$ cat src/rtl/prim_chain_pkg.sv
// prim_chain_pkg
// Shared definitions for the XOR/NOT primitive chain test controller:
//   state_e       - controller FSM states
//   MAX_W         - widest chain vector the golden function handles
//   golden_chain  - closed-form expected chain output for a given depth
package prim_chain_pkg;

    typedef enum logic [2:0] {
        ST_IDLE,
        ST_DRIVE,
        ST_SETTLE,
        ST_CHECK,
        ST_DONE
    } state_e;

    localparam int MAX_W = 64;

    // Pair p occupies bits {2p+1 (hi), 2p (lo)}. One stage is
    // hi' = hi ^ lo, lo' = ~lo, so the chain repeats with period 4:
    //   0: (hi, lo)   1: (hi^lo, ~lo)   2: (~hi, lo)   3: (~(hi^lo), ~lo)
    function automatic logic [MAX_W-1:0] golden_chain(
        input logic [MAX_W-1:0] vec,
        input int               io_pairs,
        input int               depth
    );
        logic [MAX_W-1:0] res;
        logic             hi;
        logic             lo;
        res = vec;
        for (int p = 0; p < MAX_W / 2; p++) begin
            if (p < io_pairs) begin
                hi = vec[2*p+1];
                lo = vec[2*p];
                case (depth % 4)
                    1: begin
                        res[2*p+1] = hi ^ lo;
                        res[2*p]   = ~lo;
                    end
                    2: begin
                        res[2*p+1] = ~hi;
                        res[2*p]   = lo;
                    end
                    3: begin
                        res[2*p+1] = ~(hi ^ lo);
                        res[2*p]   = ~lo;
                    end
                    default: begin
                        res[2*p+1] = hi;
                        res[2*p]   = lo;
                    end
                endcase
            end
        end
        return res;
    endfunction

endpackage

$ cat src/rtl/prim_chain_golden.sv
// prim_chain_golden
// Combinational expected-value generator for a chain of DEPTH stages.
// Ports:
//   vec_i  - chain input vector (2*IO_PAIRS bits)
//   gold_o - expected chain output for vec_i
module prim_chain_golden
    import prim_chain_pkg::*;
#(
    parameter int IO_PAIRS = 7,
    parameter int DEPTH    = 1
) (
    input  logic [2*IO_PAIRS-1:0] vec_i,
    output logic [2*IO_PAIRS-1:0] gold_o
);

    localparam int W = 2 * IO_PAIRS;

    assign gold_o = W'(golden_chain(MAX_W'(vec_i), IO_PAIRS, DEPTH));

endmodule

$ cat src/rtl/prim_chain_test_ctrl.sv
// prim_chain_test_ctrl
// Drives index vectors 0..NUM_VECTORS-1 into a combinational XOR/NOT chain,
// waits SETTLE_CYCLES, compares the chain output with the golden model and
// records the number of failing vectors and the first failing index.
// Ports:
//   clk, rst        - clock, asynchronous active-high reset
//   start           - begin a run (accepted only in IDLE)
//   dut_in          - stimulus to the chain input
//   dut_out         - chain output
//   busy            - run in progress (DRIVE of vector 0 .. last CHECK)
//   done            - one-cycle pulse at the end of a run
//   mismatch_count  - failing vectors in the last run
//   fail_valid      - at least one failure in the last run
//   first_fail      - index of the first failing vector
module prim_chain_test_ctrl
    import prim_chain_pkg::*;
#(
    parameter  int IO_PAIRS      = 7,
    parameter  int DEPTH         = 1,
    parameter  int NUM_VECTORS   = 256,
    parameter  int SETTLE_CYCLES = 2,
    localparam int W             = 2 * IO_PAIRS,
    localparam int MC_W          = $clog2(NUM_VECTORS + 1),
    localparam int IDX_W         = (NUM_VECTORS > 1) ? $clog2(NUM_VECTORS) : 1
) (
    input  logic             clk,
    input  logic             rst,
    input  logic             start,
    output logic [W-1:0]     dut_in,
    input  logic [W-1:0]     dut_out,
    output logic             busy,
    output logic             done,
    output logic [MC_W-1:0]  mismatch_count,
    output logic             fail_valid,
    output logic [IDX_W-1:0] first_fail
);

    localparam int CNT_W       = (SETTLE_CYCLES > 0) ? $clog2(SETTLE_CYCLES + 1) : 1;
    // SETTLE lasts load+1 cycles because the exit test is on zero.
    localparam int SETTLE_LOAD = (SETTLE_CYCLES > 0) ? SETTLE_CYCLES - 1 : 0;
    localparam logic [IDX_W-1:0] LAST_IDX = IDX_W'(NUM_VECTORS - 1);

    state_e           state_q, state_d;
    logic [IDX_W-1:0] idx_q, idx_d;
    logic [CNT_W-1:0] cnt_q, cnt_d;
    logic [W-1:0]     dut_in_q, dut_in_d;
    logic [MC_W-1:0]  mc_q, mc_d;
    logic             fv_q, fv_d;
    logic [IDX_W-1:0] ff_q, ff_d;
    logic             busy_q, busy_d;
    logic             done_q, done_d;
    logic [W-1:0]     gold;
    logic             mismatch;

    prim_chain_golden #(
        .IO_PAIRS (IO_PAIRS),
        .DEPTH    (DEPTH)
    ) u_golden (
        .vec_i  (dut_in_q),
        .gold_o (gold)
    );

    assign mismatch = (dut_out != gold);

    always_ff @(posedge clk or posedge rst) begin
        if (rst) begin
            state_q  <= ST_IDLE;
            idx_q    <= '0;
            cnt_q    <= '0;
            dut_in_q <= '0;
            mc_q     <= '0;
            fv_q     <= 1'b0;
            ff_q     <= '0;
            busy_q   <= 1'b0;
            done_q   <= 1'b0;
        end else begin
            state_q  <= state_d;
            idx_q    <= idx_d;
            cnt_q    <= cnt_d;
            dut_in_q <= dut_in_d;
            mc_q     <= mc_d;
            fv_q     <= fv_d;
            ff_q     <= ff_d;
            busy_q   <= busy_d;
            done_q   <= done_d;
        end
    end

    always_comb begin
        state_d  = state_q;
        idx_d    = idx_q;
        cnt_d    = cnt_q;
        dut_in_d = dut_in_q;
        mc_d     = mc_q;
        fv_d     = fv_q;
        ff_d     = ff_q;
        case (state_q)
            ST_IDLE: begin
                if (start) begin
                    state_d  = ST_DRIVE;
                    idx_d    = '0;
                    dut_in_d = '0;
                    mc_d     = '0;
                    fv_d     = 1'b0;
                    ff_d     = '0;
                end
            end
            ST_DRIVE: begin
                cnt_d   = CNT_W'(SETTLE_LOAD);
                state_d = (SETTLE_CYCLES > 0) ? ST_SETTLE : ST_CHECK;
            end
            ST_SETTLE: begin
                if (cnt_q == '0) begin
                    state_d = ST_CHECK;
                end else begin
                    cnt_d = cnt_q - CNT_W'(1);
                end
            end
            ST_CHECK: begin
                if (mismatch) begin
                    mc_d = mc_q + MC_W'(1);
                    if (!fv_q) begin
                        fv_d = 1'b1;
                        ff_d = idx_q;
                    end
                end
                if (idx_q == LAST_IDX) begin
                    state_d = ST_DONE;
                end else begin
                    idx_d    = idx_q + IDX_W'(1);
                    // Register the next stimulus so it is stable for the whole DRIVE cycle.
                    dut_in_d = W'(idx_d);
                    state_d  = ST_DRIVE;
                end
            end
            ST_DONE: begin
                state_d = ST_IDLE;
            end
            default: begin
                state_d = ST_IDLE;
            end
        endcase
    end

    always_comb begin
        busy_d = (state_d == ST_DRIVE) || (state_d == ST_SETTLE) || (state_d == ST_CHECK);
        done_d = (state_d == ST_DONE);
    end

    assign dut_in         = dut_in_q;
    assign busy           = busy_q;
    assign done           = done_q;
    assign mismatch_count = mc_q;
    assign fail_valid     = fv_q;
    assign first_fail     = ff_q;

endmodule

$ cat config.mk
export PLATFORM = sky130hd
export DESIGN_NAME = prim_chain_test_ctrl
export DESIGN_NICKNAME = d
export VERILOG_FILES = /design/src/rtl/prim_chain_pkg.sv /design/src/rtl/prim_chain_golden.sv /design/src/rtl/prim_chain_test_ctrl.sv
export SDC_FILE = /design/constraint.sdc
export NUM_CORES = 1
export LEC_CHECK = 0
export BUFFER_PORTS_ARGS = -buffer_cell sky130_fd_sc_hd__buf_2
export CORE_ASPECT_RATIO = 1.2
export CORE_UTILIZATION = 47
export DETAILED_ROUTE_END_ITERATION = 6
export PLACE_DENSITY = 0.83
export SYNTH_ARGS = -nofsm -noshare
export SYNTH_HDL_FRONTEND = slang
export SYNTH_HIERARCHICAL = 1
export SYNTH_SLANG_ARGS = --single-unit
$ cat constraint.sdc
create_clock -name clk -period 2.2 [get_ports clk]
set_clock_uncertainty 0.15 [all_clocks]
set_input_delay 0.44 -clock clk [delete_from_list [all_inputs] [get_ports clk]]
set_output_delay 0.44 -clock clk [all_outputs]
set_load 0.02 [all_outputs]
Word-level counts from Yosys, hierarchy flattened
Cells that the tools add are included.
{"block": "word_totals", "reg_bits": 47, "inputBits": 17, "output_inout_bits": 34}
{"block": "op_classes", "add_sub_neg": 3, "n_eq_ne": 14, "n_mux": 21, "n_bitwise": 14, "n_reduce_logical": 10}
{"cell": "8-bit 2-to-1 mux", "n": 4}
{"cell": "8-bit one-hot mux with 2 select lines", "n": 2}
{"cell": "14-bit 2-to-1 mux", "n": 2}
{"cell": "14-bit one-hot mux with 2 select lines", "n": 1}
{"cell": "9-bit 2-to-1 mux", "n": 2}
{"cell": "9-bit one-hot mux with 2 select lines", "n": 1}
{"cell": "14-bit inequality test", "n": 1}
{"cell": "3-bit by 2-bit equality test with 1-bit output (second input constant)", "n": 4}
{"cell": "3-bit one-hot mux with 4 select lines", "n": 1}
{"cell": "2-bit inequality test (second input constant)", "n": 5}
{"cell": "9-bit by 1-bit adder with 9-bit output (second input constant)", "n": 1}
{"cell": "3-bit 2-to-1 mux", "n": 3}
{"cell": "8-bit by 1-bit adder with 8-bit output (second input constant)", "n": 1}
{"cell": "8-bit equality test (second input constant)", "n": 1}
{"cell": "1-bit inverter", "n": 7}
{"cell": "1-bit bitwise XOR", "n": 7}
{"cell": "3-bit by 1-bit equality test with 1-bit output (second input constant)", "n": 2}
{"cell": "3-bit AND reduction", "n": 2}
{"cell": "2-bit one-hot mux with 2 select lines", "n": 1}
{"cell": "4-bit AND reduction", "n": 1}
{"cell": "2-bit nonzero test", "n": 2}
{"cell": "3-bit equality test (second input constant)", "n": 1}
{"cell": "3-bit logical NOT", "n": 1}
{"cell": "2-bit logical NOT", "n": 1}
{"cell": "other kinds (6)", "n": 8}

Depth between registers and ports, before layout
Gate-level depths: netlist of the first run.
{"block": "depth", "depth_word": 6, "depth_mapped": 7}

Modules after synthesis
Netlist of the first run, hierarchy kept.
{"mod": "prim_chain_test_ctrl", "n_inst": 1, "cells_per_inst": 194, "area_per_inst_um2": 1824.2, "seq_area_each_um2": 825.8}
{"mod": "prim_chain_golden", "n_inst": 1, "cells_per_inst": 14, "area_per_inst_um2": 87.6, "seq_area_each_um2": 0.0}

Worst setup path after synthesis of the first run
OpenSTA, ideal clock, no wires.
{"block": "synth_timing", "kind": "reg-to-reg", "from": "register dut_in_q[2], in the netlist dut_in[2]", "to": "register ff_q[0], in the netlist first_fail[0]", "setup_ps": 120, "t_arrival_ps": 1907, "t_required_ps": 1930, "path_slack_ps": 23, "path_stages_with_launch": 8, "path_buffers": 1, "synth_period_minus_slack_ps": 2177, "cell_sequence": "dfrtp_1 -> xor2_1 -> xor2_1 -> nor4_1 -> nand4_1 -> buf_2 -> and3_1 -> a31o_2"}
{"block": "synth_via", "elab_chain_len": 4}
{"element": "start: declaration", "line": "prim_chain_test_ctrl.sv:46", "text": "logic [W-1:0] dut_in_q, dut_in_d;"}
{"element": "start signal: assignment", "line": "prim_chain_test_ctrl.sv:80", "text": "dut_in_q <= dut_in_d;"}
{"element": "1-bit bitwise XOR", "line": "prim_chain_pkg.sv:36", "text": "res[2*p+1] = hi ^ lo;"}
{"element": "via gold[3]", "line": "prim_chain_test_ctrl.sv:52", "text": "logic [W-1:0] gold;"}
{"element": "14-bit inequality test", "line": "prim_chain_test_ctrl.sv:63", "text": "assign mismatch = (dut_out != gold);"}
{"element": "2-bit inequality test (no line)"}
{"element": "4-bit AND reduction (no line)"}
{"element": "end signal: assignment", "line": "prim_chain_test_ctrl.sv:73", "text": "ff_q <= '0;"}
{"element": "end signal: assignment", "line": "prim_chain_test_ctrl.sv:83", "text": "ff_q <= ff_d;"}
{"element": "end: declaration", "line": "prim_chain_test_ctrl.sv:49", "text": "logic [IDX_W-1:0] ff_q, ff_d;"}
The timed path passes the listed nets, and every way through them passes these cells.
A chain may end at the register's enable or synchronous reset.

Worst setup path in the final report of the first run
{"block": "layout_timing", "from": "register dut_in_q[2], in the netlist dut_in[2]", "to": "register ff_q[7], in the netlist first_fail[7]"}
The elaborated chain is that of the path after synthesis.

==> results of run 1 <==
## registers in the layout, indices dropped and copies added (netlist names)
signal and cells:
busy 1, cnt_q 2, done 1, dut_in 8
fail_valid 1, first_fail 8, mismatch_count 9, state_q 3
## per-stage QoR
step	util (%)	instances
5_1_grt	61.6	332
3_5_place_dp	58.9	325
6_report	61.6	332
4_1_cts	61.1	332
2_1_floorplan	-	222
3_3_place_gp	58.9	325
## area by class of cell
| cell class | instances | area [um2] | area share [%] |
|---|---|---|---|
| Clock buffer | 7 | 86.3 | 3.59 |
| Inverter | 13 | 48.8 | 2.03 |
| Multi-Input combinational cell | 164 | 1030 | 42.8 |
| Sequential cell | 33 | 826 | 34.3 |
| Tap cell | 54 | 67.6 | 2.81 |
| Timing Repair Buffer | 61 | 348 | 14.4 |
## layer usage
metal  part of all wire, %  global-route usage [%]  up-vias
li1                      -                       -      839
met1                    41                    26.0      819
met2                    53                    39.3       51
met3                   4.5                    6.86        7
met4                   1.6                    9.56        0
met5                     0                       0        -
## power breakdown
part,internal [uW],switching (uW)
logic,406,616
clock network,248,216
registers,742,130
total,1400,962
## critical path, delay by kind of cell, from the launching register on
family / cells / cell delay, ns
flops: 1 / 0.42
buf+inv: 1 / 0.20
simple gates: 3 / 0.61
compound gates: 1 / 0.20
xor+xnor: 2 / 0.38
## Yosys cell counts, drive strengths merged
library cell   n
nor3           7
and4           1
xor2          21
mux2i          3
and3          11
or2            3
o21ai         14
nor2b          1
a21oi          5
a22o           1
nor4           3
or3            3
ha             3
inv           13
clkbuf         2
o31ai          1
nand3          7
nand4          2
nor4b          1
nand3b         2
buf           10
o211ai         6
nor2          14
xnor2          6
conb           1
and3b          1
a21o           1
nand2         21
dfrtp         33
and2           1
nor3b          2
a31o           8
## what timing repair did
item / in CTS / in global routing
hold buffers: 0 / 0
buffers inserted: 0 / 0
gates resized for setup: 0 / 3
endpoints found under the setup margin: 0 / 8
## kinds of logic (layout without fill, tap and decap cells)
family          Yosys count  in the layout  synth area share (%)
mux                       3              3                  1.57
compound gates           36             36                  12.4
simple gates             80             80                  21.7
buf+inv                  25             81                  6.61
xor+xnor                 27             27                  12.4
fa+ha+maj                 3              3                  1.96
other cells               1             15                 0.196
flops                    33             33                  43.2
## worst min-delay path by stage
stage                  start  slack (ns)                end
6_report                 rst        0.08  mismatch_count[7]
4_1_cts                  rst        0.09               done
5_1_grt                  rst        0.12               done
2_1_floorplan     state_q[2]        0.33         state_q[1]
3_3_place_gp   first_fail[4]        0.34      first_fail[4]
3_5_place_dp      fail_valid        0.35         fail_valid
==> results.txt, run 1 <==
The flow ran to the end, and the final reports show no timing, DRC or antenna violations. The largest total area in the synthesized netlist belongs to sky130_fd_sc_hd__dfrtp_1. The top cell types in the final layout, fill and taps aside, are sky130_fd_sc_hd__buf_2, sky130_fd_sc_hd__dfrtp_1, sky130_fd_sc_hd__xor2_1. The per-instance average area after synthesis was 9.19 um2.

During synthesis, Yosys emitted a total of 6 warnings. The tools report the starting density of the core as 48.9%. The tree is rooted in a sky130_fd_sc_hd__clkbuf_8. The post-synth design cell area was 1910 um2.

The endpoint identified for the worst register-to-register timing path is first_fail[7]. After detailed routing, the number of remaining DRC violations is 0. The top fanout value on the critical path came out at 14.

At the worst endpoint, the required time is 2.23 ns. Final-layout worst hold slack: 0.0814 ns. The area fraction of the dominant cell type after synthesis works out to 43.2%. The stage delay of the slowest cell on the critical path was 0.42 ns. Relative to the synthesized area, the layout overhead comes to 25.9%. Tracing the worst setup path back leads to its startpoint at dut_in[2]. After detailed routing, the total wire length is 4500 um.

The worst-case clock buffer depth is 2. The startpoint kind of the worst setup timing path was a register. In this run the worst hold path is classified as input pin to asynchronous set/reset pin. After clock tree synthesis, the clock-pin slew on the worst setup and hold paths is 0.07 ns.

The final route contains 1,716 vias. Synthesized instance count: 208. Leaving out fill and tap cells, the most frequent cell in the layout is sky130_fd_sc_hd__buf_2.

The filler cells instantiated in the layout total 319. The tree built by TritonCTS fans out to 33 sinks. Measured along the y axis, the die boundary spans 71.9 um. The worst register-to-register path has a depth of 7.

Global routing used 23.0% of the available tracks across all layers. The number of antenna violations at the first check in global routing is 0, and the number of global-route vias before repair is 1,715. The worst-case IR drop observed on VDD is 0.000463 V. The analysis attributes to cell leakage a power of 0.00127 uW.

For the design area, the log shows 2410 um2. The repair_antennas step left the layout with diodes totalling 0. Entering global routing, the biggest net connects 34 pins. The critical path goes through xor2_1 -> xor2_1 -> nor4_2 -> nand4_1 -> buf_4 -> and3_1 -> a31o_2. For this design the top-level I/O count stands at 51. The final period utilization was 93.7%; the count of unique library cells instantiated by Yosys was 37. The worst setup margin came out at 0.138 ns.

Following the worst setup path forward leads to its endpoint at first_fail[7]. The total overflow left after global routing is 0. The cell area power density was 980 nW/um2. Violation count after the first detailed-route iteration: 50.

The type of the worst setup path is register to register. For the worst-skew pair, the clock arrives at the later sink with an insertion delay of 0.29 ns. Summing the sequential cell areas from Yosys gives 43.2% of the chip area. The total number of H-tree levels is 2, and the area of the die is 4330 um2. For this design, the slowest cell found on the critical path is sky130_fd_sc_hd__dfrtp_1. In the final design database the tool counted 298 nets. The first global-routing pass estimated 7470 um of wire. The smallest clock period supported by the final layout is computed as 2.06 ns. The run gives 3360 um as the detailed placement HPWL. In this run the remaining antenna-violating nets after routing total 0.

TritonCTS built the clock tree. The floorplan has 25 rows. The logs give 0 for the number of max-slew violations in the final report and 0.0990 ns for the worst setup slack before clock tree synthesis. The tools report the area of the placeable core as 3910 um2. Setup repair after global routing left no endpoint under its margin. The setup TNS came out at 0 ns.

Reg-to-reg critical path startpoint: dut_in[2]. The cell area after placement is 2300 um2, and the overall power is 2360 uW. The die span in x is 60.2 um, and the number of setup violations in the final report is 0. The worst path arrival time was 2.09 ns. The final hold violation count was 0; the mean number of vias per cell was 5.17. The fraction of layout cells with a size suffix above 1 is 30.2%.

The type of destination of the critical path is a register. In the final routed layout, each cell accounts on average for 13.6 um. Length of the first detailed-routing pass in iterations: 4.

By area the synthesized netlist is led by sky130_fd_sc_hd__dfrtp_1, sky130_fd_sc_hd__xor2_1, sky130_fd_sc_hd__nand2_1, sky130_fd_sc_hd__a31o_2, sky130_fd_sc_hd__and3_1. The maximum operating frequency is 485 MHz, and the number of maximum-capacitance violations is 0. Synthesis inferred 33 register bits. Among the stages of the critical path, the cell type that occurs most often is sky130_fd_sc_hd__xor2_1. Clock tree synthesis inserted a total of 5 buffers. For the final weighted congestion in routability-driven placement, the log shows 0.861. Number of port buffers: 44. The tools report the reg2reg setup slack as 0.14 ns.
Note: power is estimated with default switching activity, not from simulation.
==> run 2, diff against run 1 <==
- ABC_AREA: not set -> 1
- CORE_UTILIZATION: 47 -> 48
- PLACE_DENSITY: 0.83 -> 0.84
==> run 2 against run 1 <==
Critical path depth is 6 higher; first-iteration DRC count shrank 22%; sequential cell count is the same; setup slack improved by 0.16 ns; critical endpoint is now first_fail[6]; largest cell class unchanged; highest routed layer unchanged.
==> results.txt, run 2 <==
The async set-or-reset flop fraction in the synthesized netlist works out to 100% (unchanged). Ranked by instance count, the synthesized netlist is headed by sky130_fd_sc_hd__nand2_1, sky130_fd_sc_hd__inv_1, sky130_fd_sc_hd__dfrtp_1. The run gives 25 (unchanged) as the number of standard-cell rows in the floorplan. The most used flip-flop cell after synthesis is sky130_fd_sc_hd__dfrtp_1.

The maximum operating frequency is 526 MHz (+8.4%), and the number of synthesized flops with an enable pin is 0 (unchanged). The number of max-slew violations in the final report was 0 (unchanged); the cell area power density was 487 nW/um2 (-50%). Cell count after placement: 396 (+22%). For the number of buffers inserted during clock tree synthesis, the log shows 5 (unchanged). The antenna cell count was 0 (unchanged); the total number of H-tree levels was 2 (unchanged).

The worst setup path is captured at a register. The die span in x was 61.6 um (+2.3%); the violation count after the first detailed-route iteration was 39 (-22%). The largest net degree at the start of global routing came out at 34 (unchanged).

The flip-flop count of the largest register, all copies and words added came out at 9 (unchanged). On the critical path, the stage with the largest delay is an instance of sky130_fd_sc_hd__dfrtp_1. The logs give 0.00137 uW (+7.4%) for the leakage power total and 6330 um (-15%) for the first-pass GRT wire length. The total via count in the routed design is 1,877 (+9.4%). The flow ran to the end, and the final reports show no timing, DRC or antenna violations.

Ranked by total cell area, the synthesized netlist is headed by sky130_fd_sc_hd__dfrtp_1, sky130_fd_sc_hd__nand2_1, sky130_fd_sc_hd__inv_1, sky130_fd_sc_hd__nand3_1, sky130_fd_sc_hd__xor2_1. Number of synthesized register bits: 33 (unchanged). The highest ir drop seen on vdd came out at 0.000481 V (+3.9%). The logs give 4020 um (-11%) for the wire length reported by the detailed router and 0 (unchanged) for the final global-route overflow total.

The final cell count without fillers is 404 (+22%). The tree is rooted in a sky130_fd_sc_hd__clkbuf_8. Setup repair after global routing left no endpoint under its margin.

For the net total in the final layout, the log shows 369 (+24%). The final period utilization works out to 86.5% (-7.2 points). The library cell used most frequently in the layout, excluding fill and tap cells, is sky130_fd_sc_hd__nand2_1.

The run gives 51.1% (+2.2 points) as the starting density of the core. For the required time at the worst-slack endpoint, the log shows 2.27 ns (+0.04 ns). The dominant cell type by count on the critical path is sky130_fd_sc_hd__nand2_1.

The number of port buffers is 44 (unchanged), and the top fanout value on the critical path is 8 (-6). The tools report the count of unique library cells instantiated by Yosys as 27 (-27%). Walking the worst path, the cells encountered are inv_2 -> nand2_2 -> nand2_1 -> inv_1 -> nand2_1 -> nand2_1 -> nor2_1 -> nand2_1 -> nor2_4 -> nand3_1 -> nand3_1 -> nand2_1 -> nand2_1. The post-layout minimum cycle time works out to 1.90 ns (-0.159 ns). The clock transition at the registers of the reported paths was 0.07 ns (about the same).

The number of antenna violations at the first check in global routing is 0 (unchanged), and the layout-stage area growth over the synthesis result is 20.2%. The logs give 2050 um2 (+7.0%) for the post-synth design cell area and 51 (unchanged) for the number of top-level pins. The count of warnings emitted by yosys is 6 (unchanged).

For the area of the die, the log shows 4530 um2 (+4.6%). The area of the placeable core was 4000 um2 (+2.4%); the stage delay of the slowest cell on the critical path was 0.48 ns (+0.06 ns). The area fraction of the dominant cell type after synthesis is 40.4% (-2.8 points), and the number of maximum-capacitance violations is 0 (unchanged). The per-instance average area after synthesis is 7.15 um2 (-22%). The setup TNS is 0 ns (unchanged).

For the number of global-route vias before repair, the log shows 1,608 (-6.2%). The worst path arrival time came out at 1.98 ns (-0.11 ns). The number of setup violations in the final report was 0 (unchanged); the remaining antenna violation count after routing was 0 (unchanged). The tools report the final-layout worst hold slack as 0.0785 ns (-0.00296 ns). The post-detailed-route wirelength per cell was 9.96 um (-27%). The portion of the post-synthesis area used by sequential elements came out at 40.4% (-2.8 points). For the worst-case clock buffer depth, the log shows 2 (unchanged). The number of cell instances on the worst register-to-register path was 13 (+6); the overall track demand over capacity in global routing was 19.0% (-4.0 points). The buffer count from post-CTS setup fixing is 0 (unchanged), and the final hold violation count is 0 (unchanged).

The length of the first detailed-routing pass in iterations was 4 (unchanged); the detailed placement HPWL was 3070 um (-8.7%). The class of the tightest hold or removal check is input pin to asynchronous set/reset pin. The biggest area contributor in the post-synthesis netlist is sky130_fd_sc_hd__dfrtp_1.

The chip height was 73.5 um (+2.3%). The number of cells upsized or downsized after cts is 0 (unchanged). Yosys instantiated no cell more often than sky130_fd_sc_hd__nand2_1. The clock latency of the later-clocked register in the worst-skew pair came out at 0.28 ns (about the same).

The worst setup path is launched from a register. The logs give 0.283 ns (+0.184 ns) for the worst setup slack before clock tree synthesis and 0 (unchanged) for the number of hold buffers added after CTS. The mean number of vias per cell works out to 4.65 (-10%). The overall power is 1200 uW (-49%), and the synthesized instance count is 286 (+38%). For the number of sinks driven by the clock tree, the log shows 33 (unchanged). Fraction of layout cells with a size suffix above 1: 23.4% (-6.8 points). The worst setup margin came out at 0.297 ns (+0.159 ns). Type of the worst setup path: register to register.

In the layout the commonest cells are sky130_fd_sc_hd__nand2_1, sky130_fd_sc_hd__buf_2, sky130_fd_sc_hd__inv_1. TritonCTS built the clock tree. For the total DRC errors in the routed layout, the log shows 0 (unchanged). The final weighted congestion in routability-driven placement is 0.820 (-4.8%).
-- run 2: per-layer routing --
layer  global-route usage, %  routed length (um)  vias up
met5                       0                   0        -
met4                    9.88                 102        0
met3                    3.70                 220        9
met2                    32.4                1920       55
met1                    21.9                1780      833
li1                        -                   -      980
-- run 2: area by class of cell --
| type | instances | area, um2 |
|---|---|---|
| multi-input combinational | 211 | 1030 |
| clock inverter | 1 | 5.00 |
| inverter | 51 | 191 |
| fill | 389 | 1540 |
| clock buffer | 7 | 96.3 |
| sequential | 33 | 826 |
| timing repair buffer | 47 | 243 |
| tap | 54 | 67.6 |
-- run 2: cells by family after synthesis --
kind of cell	after synthesis	share of synthesized area, %
and+or+nand+nor	157	34.5
DFF	33	40.4
AOI/OAI and AO/OA	21	5.63
other	1	0.183
adders and majority gates	3	1.84
buffers and inverters	59	12.4
xor gates and xnor gates	12	5.14
-- run 2: final timing paths --
| path | start | end | slack [ns] |
|---|---|---|---|
| min | rst | state_q[2] | 0.08 |
| min in group clk | start | dut_in[3] | 0.20 |
| max | dut_in[0] | first_fail[6] | 0.30 |
| max reg2reg | dut_in[0] | first_fail[6] | 0.30 |
| min reg2reg | first_fail[7] | first_fail[7] | 0.32 |
| max in group asynchronous | rst | mismatch_count[8] | 1.53 |
-- run 2: report_power, final --
part	switching [uW]	leakage [uW]	total (uW)	internal, uW
clock	212	0.0000542	495	282
combinational	59.5	0.000931	91.7	32.2
sequential	2.69	0.000383	611	609
total	274	0.00137	1200	923
-- run 2: worst max-delay path: cells and delay by family, from the launching register on --
kind | cells | cell delay (ns)
simple gates | 11 | 1.07
flops | 1 | 0.48
buf+inv | 2 | 0.15
-- run 2: through the flow --
step	util, %	area, um2
floorplan	-	2110
global placement	58.9	2360
detailed placement	58.9	2360
CTS	61.4	2460
global route	61.4	2460
finish	61.4	2460
